### config.mk
export PLATFORM = sky130hd
export DESIGN_NAME = boot_loader
export DESIGN_NICKNAME = d
export VERILOG_FILES = /design/src/rtl/boot_loader_pkg.sv /design/src/rtl/boot_loader_copy_fsm.sv /design/src/rtl/boot_loader.sv
export SDC_FILE = /design/constraint.sdc
export NUM_CORES = 1
export LEC_CHECK = 0
export ABC_AREA = 1
export BUFFER_PORTS_ARGS = -buffer_cell sky130_fd_sc_hd__buf_2
export CELL_PAD_IN_SITES_DETAIL_PLACEMENT = 2
export CELL_PAD_IN_SITES_GLOBAL_PLACEMENT = 2
export CORE_UTILIZATION = 13
export DETAILED_ROUTE_END_ITERATION = 12
export HOLD_SLACK_MARGIN = 0.15
export PLACE_DENSITY_LB_ADDON = 0.1
export SYNTH_ARGS = -nofsm -noshare
export SYNTH_HDL_FRONTEND = slang
export SYNTH_HIERARCHICAL = 1
export SYNTH_SLANG_ARGS = --single-unit
export TNS_END_PERCENT = 50
### constraint.sdc
create_clock -name clk -period 1.82 [get_ports clk]
set_input_delay 0.273 -clock clk [delete_from_list [all_inputs] [get_ports clk]]
set_output_delay 0.273 -clock clk [all_outputs]
set_load 0.01 [all_outputs]
### src/rtl/boot_loader_pkg.sv
// Shared widths, write-enable codes and state encodings for the boot copy block.
package boot_loader_pkg;

    localparam int XLEN   = 32;
    localparam int AWIDTH = 12;

    localparam logic [2:0]      WE_NONE  = 3'b000;
    localparam logic [2:0]      WE_WORD  = 3'b110;
    localparam logic [XLEN-1:0] NOP_INST = 32'h00000013;

    localparam logic [1:0] BL_FETCH = 2'd0;
    localparam logic [1:0] BL_WRITE = 2'd1;
    localparam logic [1:0] BL_DONE  = 2'd2;

    typedef enum logic [1:0] {
        S_FETCH = BL_FETCH,
        S_WRITE = BL_WRITE,
        S_DONE  = BL_DONE
    } bl_state_e;

    // Copy window must be whole words, non-empty and fit inside the ROM.
    function automatic bit copy_cfg_ok(input int src_base, input int copy_bytes);
        return (copy_bytes > 0) && (copy_bytes % 4 == 0) && (src_base >= 0) &&
               (src_base + copy_bytes <= (1 << AWIDTH));
    endfunction

endpackage

### src/rtl/boot_loader_copy_fsm.sv
// Sequencer for the ROM-to-RAM start-up copy: state, byte offset and
// (when BOOT_CHECKSUM_EN is defined) the running sum of copied words.
//
//   state   | meaning
//   S_FETCH | ROM address for the next word is presented
//   S_WRITE | ROM word from last cycle is written to RAM, offset advances
//   S_DONE  | copy finished, memory ports handed to the core (absorbing)
module boot_copy_fsm
    import boot_loader_pkg::*;
#(
    parameter int SRC_BASE   = 'h800,
    parameter int COPY_BYTES = 'h800
) (
    input  logic              clk,
    input  logic              rst,
    input  logic [XLEN-1:0]   rom_data,
    output logic [AWIDTH-1:0] fetch_addr_o,
    output logic [AWIDTH-1:0] wr_addr_o,
    output logic              wr_en_o,
    output logic              done_o
`ifdef BOOT_CHECKSUM_EN
    ,
    output logic [XLEN-1:0]   checksum_o
`endif
);

    // One extra bit so the offset cannot wrap before the last-word compare.
    localparam logic [AWIDTH:0]   LAST_OFF = (AWIDTH+1)'(COPY_BYTES - 4);
    localparam logic [AWIDTH-1:0] SRC_OFF  = AWIDTH'(SRC_BASE);

    bl_state_e       state_q, state_d;
    logic [AWIDTH:0] offset_q, offset_d;

    // State and offset registers.
    always_ff @(posedge clk) begin
        if (rst) begin
            state_q  <= S_FETCH;
            offset_q <= '0;
        end else begin
            state_q  <= state_d;
            offset_q <= offset_d;
        end
    end

    // Next state: alternate fetch/write until the last word has been written.
    always_comb begin
        state_d  = state_q;
        offset_d = offset_q;
        case (state_q)
            S_FETCH: state_d = S_WRITE;
            S_WRITE: begin
                offset_d = offset_q + (AWIDTH+1)'(4);
                state_d  = (offset_q == LAST_OFF) ? S_DONE : S_FETCH;
            end
            S_DONE:  state_d = S_DONE;
            default: state_d = S_FETCH;
        endcase
    end

    // Output decodes of the registered state.
    always_comb begin
        fetch_addr_o = SRC_OFF + offset_q[AWIDTH-1:0];
        wr_addr_o    = offset_q[AWIDTH-1:0];
        wr_en_o      = (state_q == S_WRITE);
        done_o       = (state_q == S_DONE);
    end

`ifdef BOOT_CHECKSUM_EN
    logic [XLEN-1:0] checksum_q;

    // Sum of every word written; holds once the copy is done.
    always_ff @(posedge clk) begin
        if (rst) begin
            checksum_q <= '0;
        end else if (state_q == S_WRITE) begin
            checksum_q <= checksum_q + rom_data;
        end
    end

    assign checksum_o = checksum_q;
`endif

endmodule

### src/rtl/boot_loader.sv
// Start-up copy engine between the core and its ROM/RAM. Holds the core while
// the data image is copied, then becomes a zero-latency pass-through.
// Optional output boot_checksum is present when BOOT_CHECKSUM_EN is defined.
module boot_loader
    import boot_loader_pkg::*;
#(
    parameter int SRC_BASE   = 'h800,
    parameter int COPY_BYTES = 'h800
) (
    input  logic              clk,
    input  logic              rst,
    input  logic [AWIDTH-1:0] core_inst_addr,
    output logic [XLEN-1:0]   core_inst_data,
    output logic [AWIDTH-1:0] rom_addr,
    input  logic [XLEN-1:0]   rom_data,
    input  logic [AWIDTH-1:0] core_dmem_addr,
    input  logic [XLEN-1:0]   core_dmem_wdata,
    input  logic [2:0]        core_dmem_we,
    output logic [XLEN-1:0]   core_dmem_rdata,
    output logic [AWIDTH-1:0] ram_addr,
    output logic [XLEN-1:0]   ram_wdata,
    output logic [2:0]        ram_we,
    input  logic [XLEN-1:0]   ram_rdata,
    output logic              core_hold,
    output logic              boot_done
`ifdef BOOT_CHECKSUM_EN
    ,
    output logic [XLEN-1:0]   boot_checksum
`endif
);

    if (!copy_cfg_ok(SRC_BASE, COPY_BYTES)) begin : g_bad_copy_cfg
        $error("boot_loader: COPY_BYTES must be a positive multiple of 4 with SRC_BASE+COPY_BYTES <= 2**AWIDTH");
    end

    logic [AWIDTH-1:0] fetch_addr;
    logic [AWIDTH-1:0] wr_addr;
    logic              wr_en;
    logic              done;

    boot_copy_fsm #(
        .SRC_BASE   (SRC_BASE),
        .COPY_BYTES (COPY_BYTES)
    ) u_copy_fsm (
        .clk          (clk),
        .rst          (rst),
        .rom_data     (rom_data),
        .fetch_addr_o (fetch_addr),
        .wr_addr_o    (wr_addr),
        .wr_en_o      (wr_en),
        .done_o       (done)
`ifdef BOOT_CHECKSUM_EN
        ,
        .checksum_o   (boot_checksum)
`endif
    );

    // Port ownership: copy engine during boot, core afterwards. Core dmem
    // inputs are ignored until done, and no write leaves while rst is high.
    always_comb begin
        rom_addr        = done ? core_inst_addr  : fetch_addr;
        core_inst_data  = done ? rom_data        : NOP_INST;
        ram_addr        = done ? core_dmem_addr  : wr_addr;
        ram_wdata       = done ? core_dmem_wdata : rom_data;
        ram_we          = done ? core_dmem_we    : (wr_en ? WE_WORD : WE_NONE);
        core_dmem_rdata = done ? ram_rdata       : '0;
        if (rst) begin
            ram_we = WE_NONE;
        end
    end

    assign core_hold = ~done;
    assign boot_done = done;

endmodule

==> results of run 1 <==
[routing by layer]
metal | wire length, um | vias to the layer above | GRT usage [%]
met2 | 6470 | 114 | 28.1
met4 | 137 | 0 | 2.77
met1 | 4730 | 1527 | 15.0
met5 | 0 | - | 0
met3 | 804 | 9 | 3.05
li1 | - | 1661 | -
[worst reg2reg max path, stage by stage (launching register included)]
cell and delay (ns):
dfxtp_1 0.42, ha_1 0.24, nand4_1 0.20, nor2_1 0.27
nand2_1 0.09, nand2_1 0.07, nor2_1 0.04
[synthesized netlist by cell type (all sizes together)]
master  instances  share of area, %
nand2         248                45
inv            75                14
buf            42                15
nor2           24               4.8
dfxtp          13                13
nand3           8               2.2
a21oi           7               1.7
o21ai           7               1.7
nand4           4               1.2
nor3            3              0.73
clkinv          1              0.18
conb            1              0.18
ha              1              0.61
[flip-flops by register name (all words and copies together) (netlist names)]
register,cells
u_copy_fsm/offset_q,11
u_copy_fsm/state_q,2
[cells by family (layout without fill, tap and decap cells)]
group,after synthesis,in the layout,synth area share [%]
fa+ha+maj,1,1,0.606
compound gates,14,14,3.39
simple gates,287,287,54.1
buf+inv,118,336,29.2
flops,13,13,12.6
other cells,1,4,0.182
[per-stage QoR]
step / util (%) / TNS (ns) / hold WS, ns
after global placement: 21.7 / 0 / 0.491
after detailed placement: 21.7 / 0 / 0.504
after global routing: 23.0 / -1.63 / 0.348
after floorplan: - / 0 / 0.342
after CTS: 22.7 / -0.00503 / 0.324
final: 23.0 / 0 / 0.315
[power breakdown]
group	internal, uW	total [uW]	switching, uW
registers	290	298	8.15
clock network	297	428	132
logic	163	315	153
total	749	1040	293
[timing repair]
item	CTS	global route
pin swaps	1	1
resized for setup	4	14
hold buffers	0	0
endpoints found under the hold margin	0	0
setup buffers	2	0
cloned	1	0
setup endpoints to repair	72	100
[layout by cell type, fill, tap and decap left out, types with 2 or more instances in the layout]
master     synthesis  layout
dfxtp_1           13      12
buf_2              8     241
buf_6              5       4
nand4_1            4       4
nor3_1             3       3
nor2_4             1       2
nand2_1          248     247
a21oi_1            7       7
buf_4             29       7
clkbuf_16          0       3
nand3_1            7       7
buf_12             0       2
o21ai_0            7       7
inv_1             73      72
nor2_1            22      21
conb_1             1       4
[area by class of cell]
cell class | count | area (sq um) | share of cell area, %
Clock buffer | 4 | 78.8 | 2.23
Inverter | 76 | 300 | 8.50
Multi-Input combinational cell | 306 | 1220 | 34.6
Sequential cell | 13 | 264 | 7.47
Tap cell | 211 | 264 | 7.47
Timing Repair Buffer | 256 | 1400 | 39.7
[final timing paths]
path,startpoint,to,slack [ns],cells after the start
worst min register to register,u_copy_fsm/state_q[1],u_copy_fsm/state_q[0],0.47,1
worst max register to register,u_copy_fsm/offset_q[2],u_copy_fsm/offset_q[8],0.38,6
worst min-delay path,rst,u_copy_fsm/state_q[0],0.32,2
worst max-delay path,u_copy_fsm/state_q[1],core_dmem_rdata[29],0.04,7
==> results_dict.tcl, run 1 <==
set metrics [dict create \
    status "finished clean" \
    setup_ws_ns 0.0398 \
    dieArea_sq_um 16400 \
    worst_path_largest_cell_delay_ns 0.37 \
    start_util_pct 13.4 \
    grt_pass1_wl_um 18100 \
    ys.warnings.count 6 \
    critPathTopFamily "buffers and inverters" \
    period_needed_ns 1.78 \
    critPathLaunchType "flip-flop" \
    cts_buffer_depth 2 \
    synth_cell_type_count 20 \
    ys_ff_latch 13 \
    clkTransAtPathRegs_ns 0.05 \
    syn2layout_area_growth_pct 71.2 \
    grt_max_degree 58 \
    wl_per_cell_um 14.0 \
    vias_per_cell 3.82 \
    crit_slowest_cell "dfxtp_4" \
    final_area_sq_um 3530 \
    final_cells 866 \
    max_freq_mhz 562 \
    dr.pass1.iters 3 \
    max-cap-violations 0 \
    ctsRootBufferMaster "clkbuf_16" \
    hp-class "in -> reg" \
    htree_levels 1 \
    final_hold_viol_count 0 \
    grt_util_all_layers_pct 14.1 \
    finalCritPeriodShare_pct 97.8 \
    critPathKind "reg -> out" \
    drive_gt1_share_pct 40.9 \
    port_buffers 249 \
    cts_tree "yes" \
    arrival_ns 1.51 \
    cts_buffers 3 \
    first_iter_violations 47 \
    grt_pass1_vias 3391 \
    cp-end-kind "output pin" \
    worst-endpoint-required_ns 1.55 \
    dp_cells 859 \
    die_h_um 128 \
    syn_area_sq_um 2060 \
    crit_path_cell_trace "inv_4 > nor2_4 > buf_12 > bufbuf_16 > nand2_1 > inv_1 > buf_2" \
    dp_slack_ns 0.126 \
    final_nets 782 \
    via_count 3311 \
    ir_drop_mv 0.236 \
    finalSetupViolations 0 \
    diodes 0 \
    netlist_instances 434 \
    crit_fanout 31 \
    synth.yosys.seq_area_share_pct 12.6 \
    leakage_uw 0.00259 \
    core_area_sq_um 15400 \
    power_uw 1040 \
    rsz0062_at_grt "yes" \
    synth_area_per_cell_sq_um 4.76 \
    drc_errors 0 \
    clock_latency_ns 0.25 \
    placed_area_sq_um 3330 \
    clock_skew_ns 0.00388 \
    grt_overflow 0 \
    n_fill_cell 2029 \
    ios 250 \
    wl_um 12100 \
    num_rows 45 \
    cts_sinks 13 \
    crit_buf_inv 5 \
    antenna_found_initial 0 \
    slew_viol_final 0 \
    dp_hpwl_um 10200 \
    place.gp.congestion 0.731 \
    p_per_area_nw_per_um2 295 \
    die_x_um 128 \
    ant_nets 0 \
]
Note: power is estimated with default switching activity, not from simulation.
==> inputs of run 2 (changes only) <==
==> constraint.sdc (replaced) <==
create_clock -name clk -period 1.82 [get_ports clk]
set_input_delay 0.273 -clock clk [delete_from_list [all_inputs] [get_ports clk]]
set_output_delay 0.273 -clock clk [all_outputs]
set_load 0.02 [all_outputs]
==> run 2 against run 1 <==
  * The flow now finishes with violations (negative setup slack)
  * Register-to-register slack improved by 0.07 ns
  * Sequential share of layout area fell by 0.46 points
  * Sequential cell count did not move
  * Design area rose by 6.6%
  * Combinational power rose by 20%
  * Cell count rose by 0.46%
  * Clock-buffer cell count did not move
  * Critical path type unchanged
  * Critical endpoint is now ram_addr[11]
==> results_dict.tcl, run 2 (same netlist as run 1, synthesis figures left out) <==
set metrics [dict create \
    arrival_ns 1.55 \
    dp_hpwl_um 10600 \
    period_needed_ns 1.82 \
    final_common_cell "nand2_1" \
    crit_fanout 31 \
    ctsRootBufferMaster "clkbuf_16" \
    port_buffers 249 \
    clkTransAtPathRegs_ns 0.05 \
    place.gp.congestion 0.737 \
    die_x_um 128 \
    final_nets 786 \
    syn2layout_area_growth_pct 82.5 \
    tns_ns -0.00161 \
    grt_pass1_vias 3416 \
    num_rows 45 \
    die_h_um 128 \
    ios 250 \
    cp-end-kind "output pin" \
    largest_reg_flops 11 \
    grt_max_degree 58 \
    grt_overflow 0 \
    top_regs "u_copy_fsm/offset_q: 11 flops, u_copy_fsm/state_q: 2 flops" \
    drc_errors 0 \
    first_iter_violations 73 \
    cts_buffers 3 \
    placed_area_sq_um 3330 \
    power_uw 1100 \
    antenna_found_initial 2 \
    final_area_sq_um 3770 \
    diodes 0 \
    status "finished with violations" \
    dr.pass1.iters 4 \
    leakage_uw 0.00264 \
    max_freq_mhz 549 \
    max-cap-violations 0 \
    dieArea_sq_um 16400 \
    via_count 3402 \
    htree_levels 1 \
    p_per_area_nw_per_um2 292 \
    worst-endpoint-required_ns 1.55 \
    cts_buffer_depth 2 \
    wl_um 13300 \
    drive_gt1_share_pct 41.4 \
    finalCritPeriodShare_pct 100 \
    rsz0062_at_grt "yes" \
    wl_per_cell_um 15.2 \
    hp-class "in -> reg" \
    finalSetupViolations 1 \
    clock_latency_ns 0.24 \
    critPathLaunchType "flip-flop" \
    regArea_sq_um 264 \
    start_util_pct 13.4 \
    grt_util_all_layers_pct 14.8 \
    regMostFlops "u_copy_fsm/offset_q" \
    vias_per_cell 3.91 \
    setup_ws_ns -0.00161 \
    ant_nets 0 \
    grt_pass1_wl_um 19000 \
    multi_input_area_sq_um 1240 \
    final_cell_mix "nand2_1, buf_2, inv_1" \
    failed_checks "negative setup slack" \
    cts_tree "yes" \
    cts_sinks 13 \
    critPathKind "reg -> out" \
    core_area_sq_um 15400 \
    clock_skew_ns 0.00363 \
    ir_drop_mv 0.233 \
    dp_cells 859 \
    n_fill_cell 1949 \
    final_cells 870 \
    final_hold_viol_count 0 \
    slew_viol_final 0 \
]
[run 2: critical path: stages, from the launching register on]
cell and delay, ns:
dfxtp_4 0.37, inv_2 0.07, nor2_4 0.12, buf_12 0.14, bufbuf_16 0.32, nand2_1 0.07
nand2_1 0.06, buf_2 0.15
[run 2: final timing paths]
kind                          start                     end  slack, ns  depth (start not counted)
max           u_copy_fsm/state_q[1]            ram_addr[11]     -0.002                          7
min                             rst   u_copy_fsm/state_q[0]       0.31                          2
max reg2reg  u_copy_fsm/offset_q[2]  u_copy_fsm/offset_q[8]       0.45                          6
min reg2reg   u_copy_fsm/state_q[1]   u_copy_fsm/state_q[0]       0.46                          1
[run 2: final cells by class]
cell class | count | share of cell area (%)
repair buffers | 258 | 42.2
inverters | 76 | 8.27
well taps | 211 | 7.01
clock buffers | 4 | 2.09
multi-input cells | 306 | 32.8
repair inverters | 2 | 0.598
flip-flops and latches | 13 | 7.01
[run 2: timing repair]
action	4_1_cts	5_1_grt
cloned	1	3
endpoints found under the setup margin	115	101
gates resized for setup	6	76
hold buffers	0	0
pin swaps	1	2
setup buffers	2	1
endpoints found under the hold margin	0	0
[run 2: through the flow]
step / hold WS, ns / util (%) / worst slack (ns)
2_1_floorplan: 0.342 / - / 0.127
5_1_grt: 0.327 / 24.5 / -0.103
3_5_place_dp: 0.506 / 21.7 / 0.0852
6_report: 0.307 / 24.5 / -0.00161
3_3_place_gp: 0.488 / 21.7 / 0.123
4_1_cts: 0.323 / 22.7 / -0.0102
[run 2: power by group]
part	switching, uW	total, uW	internal, uW
registers	8.36	298	290
clock network	126	422	296
logic	199	378	179
total	334	1100	765
[run 2: routing by layer]
metal	vias to the layer above	wire length, um	GRT usage [%]
met5	-	13	0
met4	2	61	2.63
met3	6	889	3.05
met2	111	7270	29.6
met1	1609	5010	15.8
li1	1674	-	-
==> inputs of run 3 (changes only) <==
--- a/config.mk
+++ b/config.mk
@@ -9,6 +9,7 @@
 export BUFFER_PORTS_ARGS = -buffer_cell sky130_fd_sc_hd__buf_2
 export CELL_PAD_IN_SITES_DETAIL_PLACEMENT = 2
 export CELL_PAD_IN_SITES_GLOBAL_PLACEMENT = 2
+export CORE_ASPECT_RATIO = 0.5
 export CORE_UTILIZATION = 13
 export DETAILED_ROUTE_END_ITERATION = 12
 export HOLD_SLACK_MARGIN = 0.15
==> constraint.sdc (replaced) <==
create_clock -name clk -period 1.82 [get_ports clk]
set_input_delay 0.182 -clock clk [delete_from_list [all_inputs] [get_ports clk]]
set_output_delay 0.182 -clock clk [all_outputs]
set_load 0.02 [all_outputs]
==> run 3 against run 2 <==
  * Register-to-register slack got worse by 0.05 ns
  * Largest cell class unchanged
  * Largest power group unchanged
  * Die area rose by 0.18%
  * Highest routed layer is now met4
  * The run now ends clean
  * Power decreased by 2.4%
==> results_dict.tcl, run 3 (same netlist as run 1, synthesis figures left out) <==
set metrics [dict create \
    dp_hpwl_um 8940 \
    cts_tree "yes" \
    arrival_ns 1.52 \
    place.gp.congestion 0.738 \
    crit_fanout 14 \
    critPathLaunchType "flip-flop" \
    num_rows 32 \
    drive_gt1_share_pct 40.9 \
    vias_per_cell 3.79 \
    final_cell_mix "buf_2, nand2_1, inv_1" \
    clock_skew_ns 0.00392 \
    wl_um 11600 \
    ant_nets 0 \
    tns_ns 0 \
    final_util_pct 23.0 \
    grt_max_degree 59 \
    die_h_um 91.1 \
    htree_levels 1 \
    n_fill_cell 2043 \
    drc_errors 0 \
    ctsRootBufferMaster "clkbuf_16" \
    syn2layout_area_growth_pct 72.0 \
    critPathKind "reg -> out" \
    p_per_area_nw_per_um2 302 \
    largest_reg_flops 11 \
    final_nets 785 \
    start_util_pct 13.4 \
    dr.pass1.iters 4 \
    holdBufCountCts 0 \
    core_area_sq_um 15500 \
    ir_drop_mv 0.248 \
    antenna_found_initial 0 \
    max-cap-violations 0 \
    period_needed_ns 1.70 \
    worst-endpoint-required_ns 1.64 \
    max_freq_mhz 588 \
    finalCritPeriodShare_pct 93.5 \
    first_iter_violations 53 \
    crit_slowest_cell "dfxtp_2" \
    crit_path_cell_trace "inv_2 > nor2_4 > buf_8 > clkbuf_16 > nand2_1 > nand2_1 > buf_2" \
    wl_per_cell_um 13.5 \
    cts_buffers 3 \
    grt_overflow 0 \
    cts_sinks 13 \
    rsz0062_at_grt "no" \
    final_cells 862 \
    clkTransAtPathRegs_ns 0.05 \
    top_regs "u_copy_fsm/offset_q: 11 flops, u_copy_fsm/state_q: 2 flops" \
    grt_util_all_layers_pct 13.1 \
    leakage_uw 0.00261 \
    dp_cells 852 \
    grt_pass1_wl_um 17200 \
    cts_buffer_depth 2 \
    final_common_cell "buf_2" \
    worst_path_most_repeated_cell "nand2_1" \
    slew_viol_final 0 \
    grt_pass1_vias 3190 \
    status "finished clean" \
    clock_latency_ns 0.25 \
    worst_path_largest_cell_delay_ns 0.36 \
    final_hold_viol_count 0 \
    hp-class "in -> reg" \
    dieArea_sq_um 16400 \
    finalSetupViolations 0 \
    port_buffers 249 \
    regMostFlops "u_copy_fsm/offset_q" \
    cp-end-kind "output pin" \
    die_x_um 180 \
    diodes 0 \
    ios 250 \
    via_count 3264 \
]
==> run 3: changes by cell type in the layout (fill, tap and decap cells not counted), moves of 2 or more <==
| cell | before | now |
|---|---|---|
| buf_2 | 195 | 249 |
| buf_4 | 49 | 2 |
| buf_6 | 7 | 1 |
| inv_8 | 2 | 0 |
| nand2_1 | 246 | 248 |
| nand2_2 | 2 | 0 |
==> run 3: worst max-delay path: cells and delay by family, from the launching register on <==
family	cells	cell delay [ns]
buf+inv	4	0.62
flops	1	0.36
simple gates	3	0.29
==> run 3: metal layers <==
layer  GRT usage (%)  vias to the layer above  part of all wire, %
li1                -                     1667                    -
met3            1.85                       11                  4.2
met5               0                        -                    0
met4            2.85                        0                  1.3
met2            25.8                       99                   52
met1            15.0                     1487                   42
==> run 3: what timing repair did <==
action,4_1_cts,5_1_grt
pin swaps,1,0
setup endpoints to repair,8,85
gates resized for setup,4,5
cloned,1,3
setup buffers,2,0
==> run 3: power breakdown <==
group          internal [uW]  leakage (uW)  switching, uW
Clock                    296     0.0000382            130
Sequential               291      0.000106           6.69
Combinational            160       0.00247            189
==> run 3: worst paths after layout <==
kind / start / endpoint / slack, ns / cells past startpoint
worst max-delay path: u_copy_fsm/state_q[1] / ram_addr[11] / 0.12 / 7
worst min-delay path: rst / u_copy_fsm/state_q[1] / 0.18 / 2
worst max register to register: u_copy_fsm/offset_q[3] / u_copy_fsm/offset_q[8] / 0.40 / 6
worst min register to register: u_copy_fsm/state_q[1] / u_copy_fsm/state_q[0] / 0.46 / 1
==> run 3: cell type report <==
type / instances / area, sq um / share of cell area, %
Clock buffer: 4 / 78.8 / 2.22
Tap cell: 204 / 255 / 7.19
Multi-Input combinational cell: 306 / 1220 / 34.4
Inverter: 76 / 302 / 8.49
Timing Repair Buffer: 259 / 1430 / 40.3
Sequential cell: 13 / 262 / 7.36
==> run 3: through the flow <==
step                      hold WS [ns]  total power [uW]  instance area, sq um  setup slack (ns)
after global placement           0.461               652                  3330             0.184
after global routing             0.218              1140                  3550          0.000571
after detailed placement         0.455               658                  3330             0.178
after CTS                        0.188              1090                  3480            0.0269
after floorplan                  0.251               454                  2080            0.0825
final                            0.182              1070                  3550             0.118
